**config.mk**
```make
export PLATFORM = sky130hd
export DESIGN_NAME = muldiv_sequencer
export DESIGN_NICKNAME = d
export VERILOG_FILES = /design/src/rtl/muldiv_sequencer.sv
export SDC_FILE = /design/constraint.sdc
export NUM_CORES = 1
export LEC_CHECK = 0
export ABC_AREA = 1
export ABC_CLOCK_PERIOD_IN_PS = 1950
export CORE_UTILIZATION = 60
export CTS_BUF_LIST = sky130_fd_sc_hd__clkbuf_4 sky130_fd_sc_hd__clkbuf_8
export CTS_CLUSTER_DIAMETER = 100
export DETAILED_ROUTE_END_ITERATION = 7
export DONT_BUFFER_PORTS = 1
export PLACE_DENSITY = 0.79
export SKIP_LAST_GASP = 1
export SLEW_MARGIN = 30
export SYNTH_ARGS = -nofsm -noshare
export SYNTH_HDL_FRONTEND = slang
export SYNTH_SLANG_ARGS = --single-unit
```
**constraint.sdc**
```tcl
create_clock -name clock -period 1.95 [get_ports clock]
set_input_delay 0.0975 -clock clock [delete_from_list [all_inputs] [get_ports clock]]
set_output_delay 0.0975 -clock clock [all_outputs]
set_load 0.05 [all_outputs]
```
**src/rtl/muldiv_sequencer.sv**
```systemverilog
// Iterative MULT/MULTU/DIV/DIVU unit holding HI/LO, with EX-stage stall generation.
// Optional feature: define MULDIV_EARLY_OUT_EN to end multiplies once the remaining multiplier bits are zero.

module muldiv_sequencer #(
    parameter int WIDTH = 32,
    parameter int CNT_W = 6
) (
    input  logic             clock,
    input  logic             reset,
    input  logic             start,
    input  logic [1:0]       op,
    input  logic [WIDTH-1:0] operand_a,
    input  logic [WIDTH-1:0] operand_b,
    input  logic             hilo_rd,
    output logic [WIDTH-1:0] hi,
    output logic [WIDTH-1:0] lo,
    output logic             busy,
    output logic             stall,
    output logic             done
);
    typedef enum logic [1:0] {
        S_IDLE = 2'd0,
        S_RUN  = 2'd1,
        S_FIX  = 2'd2
    } state_t;

    state_t r_state;
    state_t w_next;

    logic [2*WIDTH-1:0] r_acc;   // mul: product; div: {remainder, dividend shifting into quotient}
    logic [2*WIDTH-1:0] r_opa;   // mul: left-shifting multiplicand; div: divisor in low half
    logic [WIDTH-1:0]   r_opb;   // mul: right-shifting multiplier
    logic [CNT_W-1:0]   r_cnt;
    logic               r_is_div;
    logic               r_neg_res;
    logic               r_neg_rem;
    logic               r_dz;
    logic               r_done;
    logic [WIDTH-1:0]   r_hi;
    logic [WIDTH-1:0]   r_lo;

    logic               w_a_neg;
    logic               w_b_neg;
    logic [WIDTH-1:0]   w_abs_a;
    logic [WIDTH-1:0]   w_abs_b;
    logic               w_div0;
    logic               w_last;
    logic [WIDTH:0]     w_div_shift;
    logic               w_div_ge;
    logic [WIDTH-1:0]   w_div_sub;
    logic [2*WIDTH-1:0] w_div_acc;
    logic [2*WIDTH-1:0] w_mul_acc;
    logic [2*WIDTH-1:0] w_prod_fix;
    logic [WIDTH-1:0]   w_quo;
    logic [WIDTH-1:0]   w_rem;
    logic [WIDTH-1:0]   w_fix_hi;
    logic [WIDTH-1:0]   w_fix_lo;

    // op[0]==0 selects the signed variants; signed operands run as magnitudes.
    assign w_a_neg = ~op[0] & operand_a[WIDTH-1];
    assign w_b_neg = ~op[0] & operand_b[WIDTH-1];
    assign w_abs_a = w_a_neg ? -operand_a : operand_a;
    assign w_abs_b = w_b_neg ? -operand_b : operand_b;
    assign w_div0  = op[1] & (operand_b == '0);

    // Restoring divide step: the partial remainder stays below the divisor, so WIDTH bits suffice.
    assign w_div_shift = {r_acc[2*WIDTH-1:WIDTH], r_acc[WIDTH-1]};
    assign w_div_ge    = w_div_shift >= {1'b0, r_opa[WIDTH-1:0]};
    assign w_div_sub   = w_div_shift[WIDTH-1:0] - r_opa[WIDTH-1:0];
    assign w_div_acc   = {(w_div_ge ? w_div_sub : w_div_shift[WIDTH-1:0]), r_acc[WIDTH-2:0], w_div_ge};
    assign w_mul_acc   = r_opb[0] ? (r_acc + r_opa) : r_acc;

`ifdef MULDIV_EARLY_OUT_EN
    assign w_last = (r_cnt == CNT_W'(WIDTH - 1)) | (~r_is_div & (r_opb[WIDTH-1:1] == '0));
`else
    assign w_last = (r_cnt == CNT_W'(WIDTH - 1));
`endif

    assign w_prod_fix = r_neg_res ? -r_acc : r_acc;
    assign w_quo      = r_acc[WIDTH-1:0];
    assign w_rem      = r_acc[2*WIDTH-1:WIDTH];

    always_comb begin
        w_fix_hi = w_prod_fix[2*WIDTH-1:WIDTH];
        w_fix_lo = w_prod_fix[WIDTH-1:0];
        if (r_dz) begin
            w_fix_hi = w_rem;
            w_fix_lo = w_quo;
        end else if (r_is_div) begin
            w_fix_hi = r_neg_rem ? -w_rem : w_rem;
            w_fix_lo = r_neg_res ? -w_quo : w_quo;
        end
    end

    // start is taken only in IDLE; otherwise stall holds it in EX until the first IDLE cycle.
    always_comb begin
        w_next = r_state;
        case (r_state)
            S_IDLE:  if (start) w_next = w_div0 ? S_FIX : S_RUN;
            S_RUN:   if (w_last) w_next = S_FIX;
            S_FIX:   w_next = S_IDLE;
            default: w_next = S_IDLE;
        endcase
    end

    always_ff @(posedge clock) begin
        if (reset) r_state <= S_IDLE;
        else       r_state <= w_next;
    end

    always_ff @(posedge clock) begin
        if (reset) begin
            r_acc     <= '0;
            r_opa     <= '0;
            r_opb     <= '0;
            r_cnt     <= '0;
            r_is_div  <= 1'b0;
            r_neg_res <= 1'b0;
            r_neg_rem <= 1'b0;
            r_dz      <= 1'b0;
            r_done    <= 1'b0;
            r_hi      <= '0;
            r_lo      <= '0;
        end else begin
            r_done <= 1'b0;
            case (r_state)
                S_IDLE: if (start) begin
                    r_cnt     <= '0;
                    r_is_div  <= op[1];
                    r_neg_res <= w_a_neg ^ w_b_neg;
                    r_neg_rem <= w_a_neg;
                    r_dz      <= w_div0;
                    if (w_div0) begin
                        r_acc <= {operand_a, {WIDTH{1'b1}}};
                    end else if (op[1]) begin
                        r_acc <= {{WIDTH{1'b0}}, w_abs_a};
                        r_opa <= {{WIDTH{1'b0}}, w_abs_b};
                    end else begin
                        r_acc <= '0;
                        r_opa <= {{WIDTH{1'b0}}, w_abs_a};
                        r_opb <= w_abs_b;
                    end
                end
                S_RUN: begin
                    r_cnt <= r_cnt + CNT_W'(1);
                    if (r_is_div) begin
                        r_acc <= w_div_acc;
                    end else begin
                        r_acc <= w_mul_acc;
                        r_opa <= r_opa << 1;
                        r_opb <= r_opb >> 1;
                    end
                end
                S_FIX: begin
                    r_hi   <= w_fix_hi;
                    r_lo   <= w_fix_lo;
                    r_done <= 1'b1;
                end
                default: ;
            endcase
        end
    end

    assign busy  = (r_state != S_IDLE);
    assign stall = busy & (start | hilo_rd);
    assign done  = r_done;
    assign hi    = r_hi;
    assign lo    = r_lo;

endmodule
```
==> flow_summary.yaml, run 1 <==
logic_synthesis:
  syn_nets: 4378
  seq_area_frac_synth_pct: 20.3
  synthCells: 4206
  synth_most_common_cell: "nand2_1"
  synth_top_area_share_pct: 20.8
  yosys_warnings: 0
  synthFlopType: "dfxtp_1"
  synthTopCellsByArea: "nand2_1, dfxtp_1, inv_1"
  ys_types: 58
  netlist_area_sq_um: 23300
  synth-async-reset-ratio_pct: 0
  synth_area_leader_cell: "nand2_1"
  synth_common_cells: "nand2_1, inv_1, nor2_1, nand3_1, a21oi_1"
  ys_ff_latch: 237
  syn_avg_cell_area_sq_um: 5.55
  synth_edf_count: 0
global_route:
  grt_pass1_vias: 41600
  grt_pass1_wl_microns: 263000
  overflow: 558
  grt_use_total_pct: 85.3
  grt_max_degree: 89
floorplan:
  die_h_microns: 199
  ios: 137
  die_x_microns: 199
  rows: 71
  start_util_pct: 61.4
run_status:
  toolErrorMsg: "[ERROR GRT-0116] Global routing finished with congestion. Check the congestion regions in the DRC Viewer."
  status: "stopped before the end"
  lastStage: "global routing"
clocking:
  cts.htree.levels: 2
  cts_root_buffer: "clkbuf_8"
  cts_buffer_depth: 3
  cts_buffers: 42
  cts_sinks: 237
placed_design:
  hpwlAfterDp_microns: 92300
  io_buffers: 0
  gp_congestion: 1.27
  post-place-cells: 5358
[cell families after synthesis]
| group | synth area share [%] |
|---|---|
| xor+xnor | 4.05 |
| simple gates | 39.7 |
| compound gates | 17.4 |
| fa+ha+maj | 5.53 |
| flops | 20.3 |
| buf+inv | 13.0 |
[stage by stage]
stage / TNS (ps) / utilization [%] / setup WS, ps / hold WS [ps] / cell area [sq um]
after global placement: -38210 / 79.5 / -623 / 173 / 30200
after CTS: -27120 / 92.0 / -396 / 1.52 / 35000
after floorplan: -34.3 / - / -13.8 / 258 / 23900
after detailed placement: -43860 / 79.5 / -667 / 176 / 30200
[per-layer routing]
| layer | GRT usage, % | overflow |
|---|---|---|
| met1 | 82.6 | 19 |
| met2 | 99.7 | 310 |
| met3 | 74.3 | 14 |
| met4 | 88.9 | 211 |
| met5 | 44.1 | 4 |
[repair_timing]
action                                  CTS
endpoints found under the hold margin   191
hold buffers                             69
endpoints found under the setup margin  110
setup buffers                            67
resized for setup                       680
pin swaps                               215
==> run 2, diff against run 1 <==
Settings changed: ABC_CLOCK_PERIOD_IN_PS 1950 to 2550, CORE_UTILIZATION 60 to 40, CTS_BUF_LIST sky130_fd_sc_hd__clkbuf_4 sky130_fd_sc_hd__clkbuf_8 to unset, CTS_CLUSTER_DIAMETER 100 to unset, PLACE_DENSITY 0.79 to unset, PLACE_DENSITY_LB_ADDON set to 0.15.
Clock period 1.95 ns to 2.55 ns, I/O delays scaled along.
==> run 2 against run 1 <==
Net effect: the flow now finishes without violations; synthesized cell count unchanged; synthesized area unchanged.
==> flow_summary.yaml, run 2 <==
power:
  ir_drop_mv: 0.625
  p_leak_nw: 15.5
  pwr-share-clk_pct: 25.3
  swShare_pct: 45.2
  switchingPower_mw: 8.48
  pwr-share-comb_pct: 50.7
  p_seq_share_pct: 24.0
  p_per_area_nw_per_um2: 606
  intPower_mw: 10.3
min_path:
  min_path_type: "in -> reg"
timing:
  fin_skew_ps: 24.9
  worstMarginPinSlew_ps: 939
  max_slew_margin_pct: 37.2
  finalHoldViolations: 0
  setup_violations: 0
  timing.fmax_mhz: 395
  whs_ps: 10.6
  rsz0062_at_grt: "true"
  finalCriticalPeriod_ps: 2530
  min_period_over_period_pct: 99.3
  setup-tns-final_ps: 0
  maxSlewViolCount: 0
placed_design:
  hpwlAfterDp_microns: 99000
  post-place-cells: 5262
  post_dp_cell_area_sq_um: 27200
  io_buffers: 0
  gp_congestion: 1.09
logic_synthesis:
  syn_nets: 4378
  ys_types: 58
  netlist_area_sq_um: 23300
  synthFlopType: "dfxtp_1"
  synthTopCellsByArea: "nand2_1, dfxtp_1, inv_1"
  synth_common_cells: "nand2_1, inv_1, nor2_1, nand3_1, a21oi_1"
  yosys_warnings: 0
  synth_top_area_share_pct: 20.8
  synth-async-reset-ratio_pct: 0
  synth_edf_count: 0
  synthCells: 4206
  seq_area_frac_synth_pct: 20.3
  ys_ff_latch: 237
  syn_avg_cell_area_sq_um: 5.55
  synth_area_leader_cell: "nand2_1"
  synth_most_common_cell: "nand2_1"
floorplan:
  die_h_microns: 244
  start_util_pct: 40.5
  die_x_microns: 244
  ios: 137
  dieArea_sq_um: 59300
  core_area_sq_um: 57700
  rows: 88
final_layout:
  top_regs: "r_acc: 64 flops, r_opa: 64 flops"
  mostFrequentLayoutCell: "nand2_1"
  nets: 4850
  stdcell_area_sq_um: 31000
  final_cells: 5471
  mostFrequentLayoutCells: "nand2_1, inv_1, buf_4"
  syn_to_final_growth_pct: 32.6
  drive_gt1_share_pct: 17.5
detailed_routing:
  drtIter0Drc: 2986
  wl_per_cell_microns: 22.5
  drc: 0
  first_pass_iters: 8
  antenna_left: 0
  vias: 30100
  routed_wirelength_microns: 123000
  routed_via_density: 5.50
worst_setup_path:
  cp.required_ps: 3110
  cp_cell_sequence: "inv_1, nor2_4, buf_4, nor2_2, buf_4, o211ai_1, o2111ai_1, a21oi_1, dlygate4sd3_1"
  critPathBufInv: 4
  start_kind: "register"
  cp_slowest_cell: "dlygate4sd3_1"
  cp-end-kind: "register"
  crit_type: "reg -> reg"
  cp_max_fo: 25
  cpMostUsedCell: "buf_4"
  critPathMaxStageDelay_ps: 560
  path_delay_family: "buffers and inverters"
  cp.arrival_ps: 3090
clocking:
  cts_sinks: 237
  cts_root_buffer: "clkbuf_16"
  cts_buffers: 31
  worstSkewPairLatency_ps: 630
  clkSlewWorstSetupHoldPaths_ps: 60
  cts_tree: "built"
  cts_buffer_depth: 3
  cts.htree.levels: 1
global_route:
  overflow: 0
  antenna_found_initial: 2
  grt_use_total_pct: 40.2
  grt_max_degree: 89
  grt_pass1_wl_microns: 178000
  grt_pass1_vias: 27800
run:
  maxCapViolations: 0
run_status:
  status: "complete, no violations"
## run 2: final cells by class
class	count	area, sq um
Inverter	642	2420
Timing Repair Buffer	581	5010
Clock buffer	41	883
Antenna cell	3	7.51
Fill cell	6156	26700
Tap cell	765	957
Sequential cell	237	4780
Clock inverter	17	195
Multi-Input combinational cell	3185	16700
## run 2: timing repair
| action | 4_1_cts | 5_1_grt |
|---|---|---|
| hold buffers | 137 | 3 |
| endpoints found under the setup margin | 36 | 97 |
| endpoints found under the hold margin | 159 | 13 |
| gates cloned | 0 | 1 |
| pin swaps | 1 | 25 |
| buffers inserted | 0 | 7 |
| gates resized for setup | 44 | 259 |
## run 2: through the flow
stage / utilization (%) / total power [mW] / setup slack (ps)
after floorplan: - / 9.17 / 429
after global placement: 47.2 / 13.0 / -230
after detailed placement: 47.2 / 12.9 / -227
after CTS: 51.8 / 18.0 / -8.27
after global routing: 53.7 / 19.6 / -99.1
final: 53.7 / 18.8 / 17.2
## run 2: power by group through the flow
stage	Sequential, mW	Combinational, mW	Clock (mW)
2_1_floorplan	4.49	4.68	0
3_3_place_gp	4.53	8.47	0
5_1_grt	4.52	10.2	4.93
4_1_cts	4.46	8.73	4.77
3_5_place_dp	4.53	8.41	0
6_report	4.50	9.51	4.74
## run 2: cells by family after synthesis
kind of cell | share of synthesized area (%)
AO/OA/AOI/OAI | 17.4
flip-flops | 20.3
AND/OR/NAND/NOR | 39.7
buffers and inverters | 13.0
adder cells (fa/ha/maj) | 5.53
XOR/XNOR | 4.05
## run 2: worst reg2reg max path, stage by stage, from the launching register on
cell	delay (ps)
dfxtp_1	340
inv_1	80
nor2_4	150
buf_4	310
nor2_2	80
buf_4	250
o211ai_1	240
o2111ai_1	250
a21oi_1	200
dlygate4sd3_1	560
## run 2: routing by layer
layer	GRT usage, %	part of all wire (%)	vias to the layer above
met5	0	0.011	-
met4	19.5	5.8	2
met1	52.6	41	14000
met3	9.26	10	291
li1	-	-	14400
met2	61.8	43	1428
## run 2: final timing paths
path,slack (ps),endpoint,from,cells past startpoint
worst max-delay path,20,r_opa[24],r_state[0],9
worst min-delay path,10,r_opa[3],op[0],5
worst max register to register,20,r_opa[24],r_state[0],9
worst min register to register,490,r_opb[3],r_opb[4],2
No activity file was read; power rests on OpenSTA's default activity.
==> run 3, diff against run 2 <==
Settings changed: ABC_AREA 1 to 0.
==> run 3 against run 2 <==
Net effect: critical path type unchanged; hold slack worse by 400 ps; sequential power is 32% higher; non-clock buffer count is 206 higher; clock power is 2% lower; wire length is 26% lower; register-to-register slack worse by 560 ps; the flow now finishes with violations (DRC, hold timing, setup timing); via count is 24% lower; critical path depth is 6 higher.
==> flow_summary.yaml, run 3 <==
final_layout:
  top_regs: "r_acc: 64 flops, r_opa: 64 flops"
  seqCellArea_sq_um: 4860
  final_cells: 3871
  nets: 3411
  multi_input_area_sq_um: 15400
  final_util_pct: 61.8
  mostFrequentLayoutCells: "buf_4, nor2_1, a21oi_1"
  nFillCells: 4199
  drive_gt1_share_pct: 35.4
  syn_to_final_growth_pct: 51.6
  mostFrequentLayoutCell: "buf_4"
logic_synthesis:
  synthCells: 2600
  ys_ff_latch: 237
  syn_avg_cell_area_sq_um: 7.33
  yosys_warnings: 0
  synth_edf_count: 0
  seq_area_frac_synth_pct: 24.9
  synth_xor_xnor_area_share_pct: 8.59
  synthFlopType: "dfxtp_1"
  synth_compound_area_share_pct: 31.7
  synth_area_leader_cell: "dfxtp_1"
  synthTopCellsByArea: "dfxtp_1, nor2_1, a21oi_1"
  netlist_area_sq_um: 19100
  muxShareOfSynthArea_pct: 1.28
  synth_top_area_share_pct: 24.9
  yosys.area_share.simple_pct: 21.6
  ys_types: 96
  syn_nets: 2772
  synth-async-reset-ratio_pct: 0
  synth_fa_ha_area_share_pct: 6.77
  synth_common_cells: "nor2_1, a21oi_1, dfxtp_1, nand2_1, a211oi_1"
  synth_top_family_by_area: "compound AO/OA/AOI/OAI gates"
  synth_most_common_cell: "nor2_1"
placed_design:
  pre_cts_ws_ps: -780
  gp_congestion: 0.982
  io_buffers: 0
  post-place-cells: 3664
  hpwlAfterDp_microns: 69100
timing:
  worstMarginPinSlew_ps: 763
  whs_ps: -393
  setup-tns-final_ps: -20230
  rsz0062_at_grt: "true"
  finalCriticalPeriod_ps: 3100
  fin_skew_ps: 18.8
  setup_violations: 67
  min_period_over_period_pct: 121
  maxSlewViolCount: 0
  timing.fmax_mhz: 323
  setup_slack_ps: -547
  finalHoldViolations: 170
  max_slew_margin_pct: 48.8
detailed_routing:
  antenna_left: 0
  drtIter0Drc: 1954
  routed_wirelength_microns: 91000
  wl_per_cell_microns: 23.5
  vias: 23000
  drc: 18
  first_pass_iters: 8
  routed_via_density: 5.94
global_route:
  grt_pass1_vias: 21900
  overflow: 0
  grt_pass1_wl_microns: 132000
  grt_max_degree: 240
  antenna_found_initial: 1
  grt_use_total_pct: 36.2
clocking:
  cts_sinks: 237
  cts_root_buffer: "clkbuf_16"
  worstSkewPairLatency_ps: 600
  cts_buffers: 30
  cts_tree: "built"
  cts_buffer_depth: 3
  cts.htree.levels: 1
  clkSlewWorstSetupHoldPaths_ps: 60
worst_setup_path:
  path_delay_family: "compound AO/OA/AOI/OAI gates"
  cp-end-kind: "register"
  crit_type: "reg -> reg"
  cp_max_fo: 6
  cp.arrival_ps: 3600
  cp_cell_sequence: "ha_1, buf_4, a21oi_4, buf_4, o211ai_1, a221o_1, o41a_1, buf_6, buf_4, a31oi_4, o31a_1, xnor2_2, o21ai_1, a22oi_1, a211oi_1"
  cp.required_ps: 3050
  critPathBufInv: 4
  cpMostUsedCell: "buf_4"
  cp_slowest_cell: "dfxtp_4"
  start_kind: "register"
  critPathMaxStageDelay_ps: 360
floorplan:
  die_x_microns: 220
  rows: 79
  ios: 137
  core_area_sq_um: 46800
  start_util_pct: 40.8
  dieArea_sq_um: 48500
  die_h_microns: 220
run_status:
  status: "complete, but fails checks"
  violations: "DRC, hold timing, setup timing"
power:
  p_leak_nw: 12.0
  p_per_area_nw_per_um2: 1100
  ir_drop_mv: 1.20
  p_total_mw: 31.8
run:
  maxCapViolations: 0
min_path:
  min_path_type: "in -> reg"
-- run 3: layer usage --
layer	part of all wire (%)	track usage, %
met1	44	48.2
met2	45	59.2
met3	6.9	5.07
met4	3.9	13.0
met5	0	0
-- run 3: per-stage QoR --
| step | instance area [sq um] | hold slack (ps) |
|---|---|---|
| finish | 28900 | -393 |
| global route | 28900 | -398 |
| CTS | 27800 | -413 |
| detailed placement | 24400 | 217 |
| global placement | 24400 | 214 |
| floorplan | 19500 | 283 |
-- run 3: cell type report --
type	count	area share (%)
diodes	2	0.0173
clock buffers	41	3.06
clock inverters	14	0.632
inverters	71	0.965
repair buffers	787	22.6
multi-input cells	2112	53.3
well taps	607	2.63
flip-flops and latches	237	16.8
-- run 3: kinds of logic after synthesis --
| kind of cell | after synthesis |
|---|---|
| flops | 237 |
| simple gates | 882 |
| buf+inv | 251 |
| mux | 24 |
| xor+xnor | 187 |
| compound gates | 917 |
| fa+ha+maj | 102 |
-- run 3: worst paths after layout --
kind,endpoint,from,slack [ps],cells after the start
max,r_acc[41],r_opa[12],-550,15
min,r_opa[53],reset,-390,1
max reg2reg,r_acc[41],r_opa[12],-550,15
min reg2reg,r_opb[29],r_opb[29],500,2
-- run 3: report_power, final --
| part | switching, mW | internal (mW) |
|---|---|---|
| clock | 1.85 | 2.81 |
| sequential | 1.40 | 4.55 |
| combinational | 11.1 | 10.0 |
| total | 14.4 | 17.4 |
-- run 3: what timing repair did --
item,4_1_cts,5_1_grt
setup endpoints to repair,77,147
hold buffers,93,1
resized for setup,223,226
setup buffers,56,41
endpoints found under the hold margin,237,170
cloned,2,3
pin swaps,134,157
